[src/rtl/reg_file_2r1w.sv]
// Two-read / one-write register file with registered read ports.
// Register 0 is hardwired to zero; the others are loadable N-bit registers
// whose load enables come from a write-address decoder. Optional same-edge
// write-to-read forwarding is selected by BYPASS.
module reg_file_2r1w #(
  parameter int DATA_WIDTH = 32,
  parameter int ADDR_WIDTH = 5,
  parameter int REG_COUNT  = 32,
  parameter bit BYPASS     = 1'b1
) (
  input  logic                  C,
  input  logic                  nR,
  input  logic                  READ,
  input  logic                  WRITE,
  input  logic [ADDR_WIDTH-1:0] ADDR_R1,
  input  logic [ADDR_WIDTH-1:0] ADDR_R2,
  input  logic [ADDR_WIDTH-1:0] ADDR_W,
  input  logic [DATA_WIDTH-1:0] DATA_W,
  output logic [DATA_WIDTH-1:0] DATA_R1,
  output logic [DATA_WIDTH-1:0] DATA_R2
);

  // Current contents of every register as seen by the read multiplexers.
  logic [DATA_WIDTH-1:0] regVal [REG_COUNT];

  logic [DATA_WIDTH-1:0] dataR1_d;
  logic [DATA_WIDTH-1:0] dataR2_d;
  logic [DATA_WIDTH-1:0] dataR1_q;
  logic [DATA_WIDTH-1:0] dataR2_q;

  for (genvar g = 0; g < REG_COUNT; g++) begin : gReg
    if (g == 0) begin : gZero
      assign regVal[g] = '0;
    end else begin : gCell
      logic                  loadEn;
      logic [DATA_WIDTH-1:0] data_q;

      assign loadEn = WRITE && (ADDR_W == ADDR_WIDTH'(g));

      // Loadable register cell: takes DATA_W only when its address is decoded.
      always_ff @(posedge C or negedge nR) begin
        if (!nR) begin
          data_q <= '0;
        end else if (loadEn) begin
          data_q <= DATA_W;
        end
      end

      assign regVal[g] = data_q;
    end
  end

  // Read multiplexers, with optional forwarding of a same-edge write
  // (never for address 0, whose writes are discarded).
  always_comb begin
    dataR1_d = regVal[ADDR_R1];
    dataR2_d = regVal[ADDR_R2];
    if (BYPASS && WRITE && (ADDR_R1 == ADDR_W) && (ADDR_R1 != '0)) begin
      dataR1_d = DATA_W;
    end
    if (BYPASS && WRITE && (ADDR_R2 == ADDR_W) && (ADDR_R2 != '0)) begin
      dataR2_d = DATA_W;
    end
  end

  // Registered read ports: update only on READ, otherwise hold.
  always_ff @(posedge C or negedge nR) begin
    if (!nR) begin
      dataR1_q <= '0;
      dataR2_q <= '0;
    end else if (READ) begin
      dataR1_q <= dataR1_d;
      dataR2_q <= dataR2_d;
    end
  end

  assign DATA_R1 = dataR1_q;
  assign DATA_R2 = dataR2_q;

endmodule

[config.mk]
export PLATFORM = sky130hd
export DESIGN_NAME = reg_file_2r1w
export DESIGN_NICKNAME = d
export VERILOG_FILES = /design/src/rtl/reg_file_2r1w.sv
export SDC_FILE = /design/constraint.sdc
export NUM_CORES = 2
export LEC_CHECK = 0
export CAP_MARGIN = 0
export CORE_MARGIN = 2
export CORE_UTILIZATION = 45
export DETAILED_ROUTE_END_ITERATION = 12
export GPL_TIMING_DRIVEN = 0
export PLACE_DENSITY = 0.58
export SYNTH_ARGS = -nofsm -noshare
export SYNTH_HDL_FRONTEND = slang
export SYNTH_SLANG_ARGS = --single-unit
[constraint.sdc]
create_clock -name C -period 4.7 [get_ports C]
set_input_delay 0.705 -clock C [delete_from_list [all_inputs] [get_ports C]]
set_output_delay 0.705 -clock C [all_outputs]
set_load 0.1 [all_outputs]
==> results.md <==
- Depth of the most critical reg-to-reg path: 5
- Sequential fraction of the synthesis area: 0.483
- Power density over the cells: roughly 460 nW/um^2
- Largest area contributor in the netlist: dfrtp_1
- Synthesis-to-finish area growth: 12.5%
- Required arrival time at the worst endpoint: 5.34 ns
- Max_cap viols: 0
- Area of all placed cells without fillers: a little over 60000 sq um
- Max Freq: 224 MHz
- Hold Violations, Final: 0
- Hold Path Stages: 2
- Ports placed on the boundary: approximately 120
- Adder and majority gate portion of the synthesized area: 0
- Nature of the critical path startpoint: primary input
- Largest cells by area after synthesis: dfrtp_1 (48%), mux4_2 (18%), mux2_2 (10%), o21ai_0 (3.7%), nand2_1 (3.6%)
- Vias per inst: between 6 and 7
- CTS tree: yes
- Vias in the first global route: ~40000
- Largest net degree at the start of global routing: between 150 and 200
- Largest incremental delay on the critical path: roughly 1.0 ns
- Placement Cell Area: roughly 58000 sq um
- Final worst-path cycle share: 0.951
- Max stage delay cell, worst path: a211oi_1
- Global placement routability congestion: 0.996
- Setup Buffers After CTS: 0
- Die area: between 100000 and 150000 sq um
- Static leakage: roughly 26 nW
- Hold path endpoint: gReg[6].gCell.data_q[14]
- Critical path capture point type: flop
- RSZ-0062 raised after global routing: false
- Share of synthesized flip-flops with an asynchronous set or reset: 1.00
- Number of library cell types mapped by synthesis: between 50 and 60
- Antenna violations before repair: 18
- Transition time of the tightest slew-check pin: ~1.4 ns
- XOR/XNOR share of the synthesized area: 0.00128
- Share of synthesized cell area in and, or, nand and nor gates: 0.0537
- CTS H-Tree Depth: 3
- Starting utilization of the core area: 0.455
- Ratio of cells with drive above 1 in the final layout: 0.290
- Total congestion overflow after global routing: 0
- Wirelength, routed: around 220 mm
- Quantity of I/O buffers inserted on ports: 73
- Final Max Tran Viols: 0
- Post-Syn Area per Cell: ~13 sq um
- Fraction of post-synthesis cell area in the top cell type by area: 0.483
- Critical R2R Capture: DATA_R2[2]
- Setup_tns: 0 ns
- Top-count cell post-synth: dfrtp_1
- Yosys synthesis warning count: 0
- Reg-to-reg slack, setup: 2.30 ns
- VDD IR-drop max: roughly 0.32 mV
- GRT Resource Usage Total: 0.352
- Number of buffers created by CTS: 114
- Worst-Skew Late Latency: approximately 0.74 ns
- CTS clock-pin slew for the worst setup and hold paths: 0.06 ns
- Synthesized flop and latch total: approximately 1100
- Total via count in the routed design: 41200
- Cell with the most instances on the worst path: clkbuf_1
- Run status: completed
- Critical path start-end classification: in2reg
- Launching point of the worst reg2reg path: gReg[31].gCell.data_q[2]
- Tightest slew margin relative to the limit: 0.0514
- Core area: about 120000 sq um
- Clock root buffer: clkbuf_16
- Starting DRT DRC Count: approximately 6000
- Number of nets in the layout: about 4500
- Critical path startpoint: ADDR_R1[2]
- Finish-stage setup viols: 0
- Synthesized area: roughly 55000 sq um
- Routed length per instance: about 36 um
- Post-route antenna net violation count: 0
- Number of buffers and inverters on the critical path: 3
- Post-DP HPWL: 163 mm
- Maximum net fanout on the critical path: 10
- HP Start: gReg[6].gCell.data_q[14]
- Cell family contributing the most delay on the critical path: buffers and inverters
- Crit-path cells: clkdlybuf4s50_1 -> clkbuf_1 -> nand3b_1 -> clkbuf_1 -> o22ai_1 -> a211oi_1 -> nand3_1 -> o221ai_1
- Most frequent cells after synthesis: dfrtp_1 (1056), nand2_1 (519), mux2_2 (485), mux4_2 (448), o21ai_0 (405)
- Chip width: approximately 350 um
- Largest buffer count on any clock path: 3
- Largest family of logic cells by synthesized area: multiplexers
- Time the worst path needs with I/O delays and setup: ~4.5 ns
- Clock Skew: 0.0267 ns
- Compound-gate portion of the synthesized area: 0.0916
- First drt pass iteration count: 5
- Synthesized instance count: about 4200
- Data arrival time of the critical path: between 5 and 6 ns
- Cell row count: about 130
- Global-route wire length before repair: just over 300 mm
- CTS sink count: 1056
- Remaining DRCs: 0
- Proportion of synthesized area in mux cells: 0.329
- Tightest Hold Check Type: reg2reg
- Commonest register cell after synthesis: dfrtp_1
- Post-synth EDFFs: 0
- Post-synthesis net count: 4297
- Die Y: around 350 um
==> stage by stage <==
stage	utilization	hold slack, ns	worst slack [ns]	cells	power (mW)
final	0.512	0.499	0.230	6162	28.0
after global routing	0.511	0.520	0.284	6151	28.9
after CTS	0.511	0.498	0.564	6149	27.8
after detailed placement	0.479	0.485	-0.193	5938	18.5
after global placement	0.478	0.473	-46.85	5931	18.3
after floorplan	-	0.409	2.23	4246	16.2
==> kinds of logic after synthesis <==
family | count (synthesis)
buf+inv | 512
xor+xnor | 8
simple gates | 701
flops | 1056
mux | 1162
compound gates | 807
==> routing by layer <==
layer | GRT usage | vias to the layer above | share of wire
li1 | - | 16300 | -
met1 | 0.499 | 21800 | 0.41
met2 | 0.498 | 2663 | 0.42
met3 | 0.112 | 481 | 0.12
met4 | 0.150 | 16 | 0.046
met5 | 0 | - | 0.00043
==> cells in the final DEF, fill, tap and decap left out, types with 7 or more instances in the layout <==
cell type	instances
dfrtp_1	1056
nand2_1	519
mux2_2	485
mux4_2	448
o21ai_0	405
clkbuf_1	291
mux2_1	124
buf_2	118
clkbuf_16	117
mux2i_1	105
a22oi_1	79
o22ai_1	77
clkdlybuf4s50_1	72
inv_1	65
o21ai_1	58
nand3_1	44
nor2_1	41
o211ai_1	41
nor2b_1	34
o221ai_1	32
nor3_1	28
buf_4	28
a211oi_1	27
clkbuf_8	26
a221oi_1	24
clkinv_2	24
buf_1	18
a22o_1	16
diode_2	13
buf_6	13
a21o_1	13
a2111oi_2	12
bufinv_16	9
nand2b_1	7
buf_16	7
==> sequential cells by signal (all words and copies together) (netlist names) <==
name,flops
gReg.gCell.data_q,992
DATA_R1,32
DATA_R2,32
==> worst reg2reg max path, stage by stage (launching register included) <==
cell and delay, ns:
dfrtp_1 0.40, mux4_2 0.47, mux2i_1 0.36, mux2i_1 0.24, a2111oi_0 0.70, nor2_1 0.10
==> worst max path at each step <==
stage	to	cells past startpoint	slack (ns)
2_1_floorplan	DATA_R2[6]	9	2.23
3_3_place_gp	DATA_R1[27]	1	-46.85
3_5_place_dp	DATA_R1[14]	8	-0.19
4_1_cts	DATA_R1[14]	8	0.56
5_1_grt	DATA_R1[20]	8	0.28
6_report	DATA_R1[14]	8	0.23
==> power by group <==
part           switching, mW  leakage (nW)  internal, mW
sequential              1.41          13.6          10.8
combinational           3.44          10.8          2.87
clock                   4.01          1.89          5.44
total                   8.86          26.3          19.1
==> timing repair <==
action | 4_1_cts | 5_1_grt
hold endpoints to repair | 99 | 0
gates resized for setup | 0 | 0
hold buffers | 1 | 0
==> final cells by class <==
| cell class | instances | area [sq um] |
|---|---|---|
| inverters | 67 | 251 |
| repair buffers | 81 | 935 |
| well taps | 1612 | 2020 |
| flip-flops and latches | 1056 | 26400 |
| fillers | 10500 | 58800 |
| clock inverters | 41 | 453 |
| multi-input cells | 2678 | 26000 |
| diodes | 13 | 32.5 |
| clock buffers | 169 | 3380 |
| plain buffers | 445 | 2020 |
No activity file was read; power rests on OpenSTA's default activity.
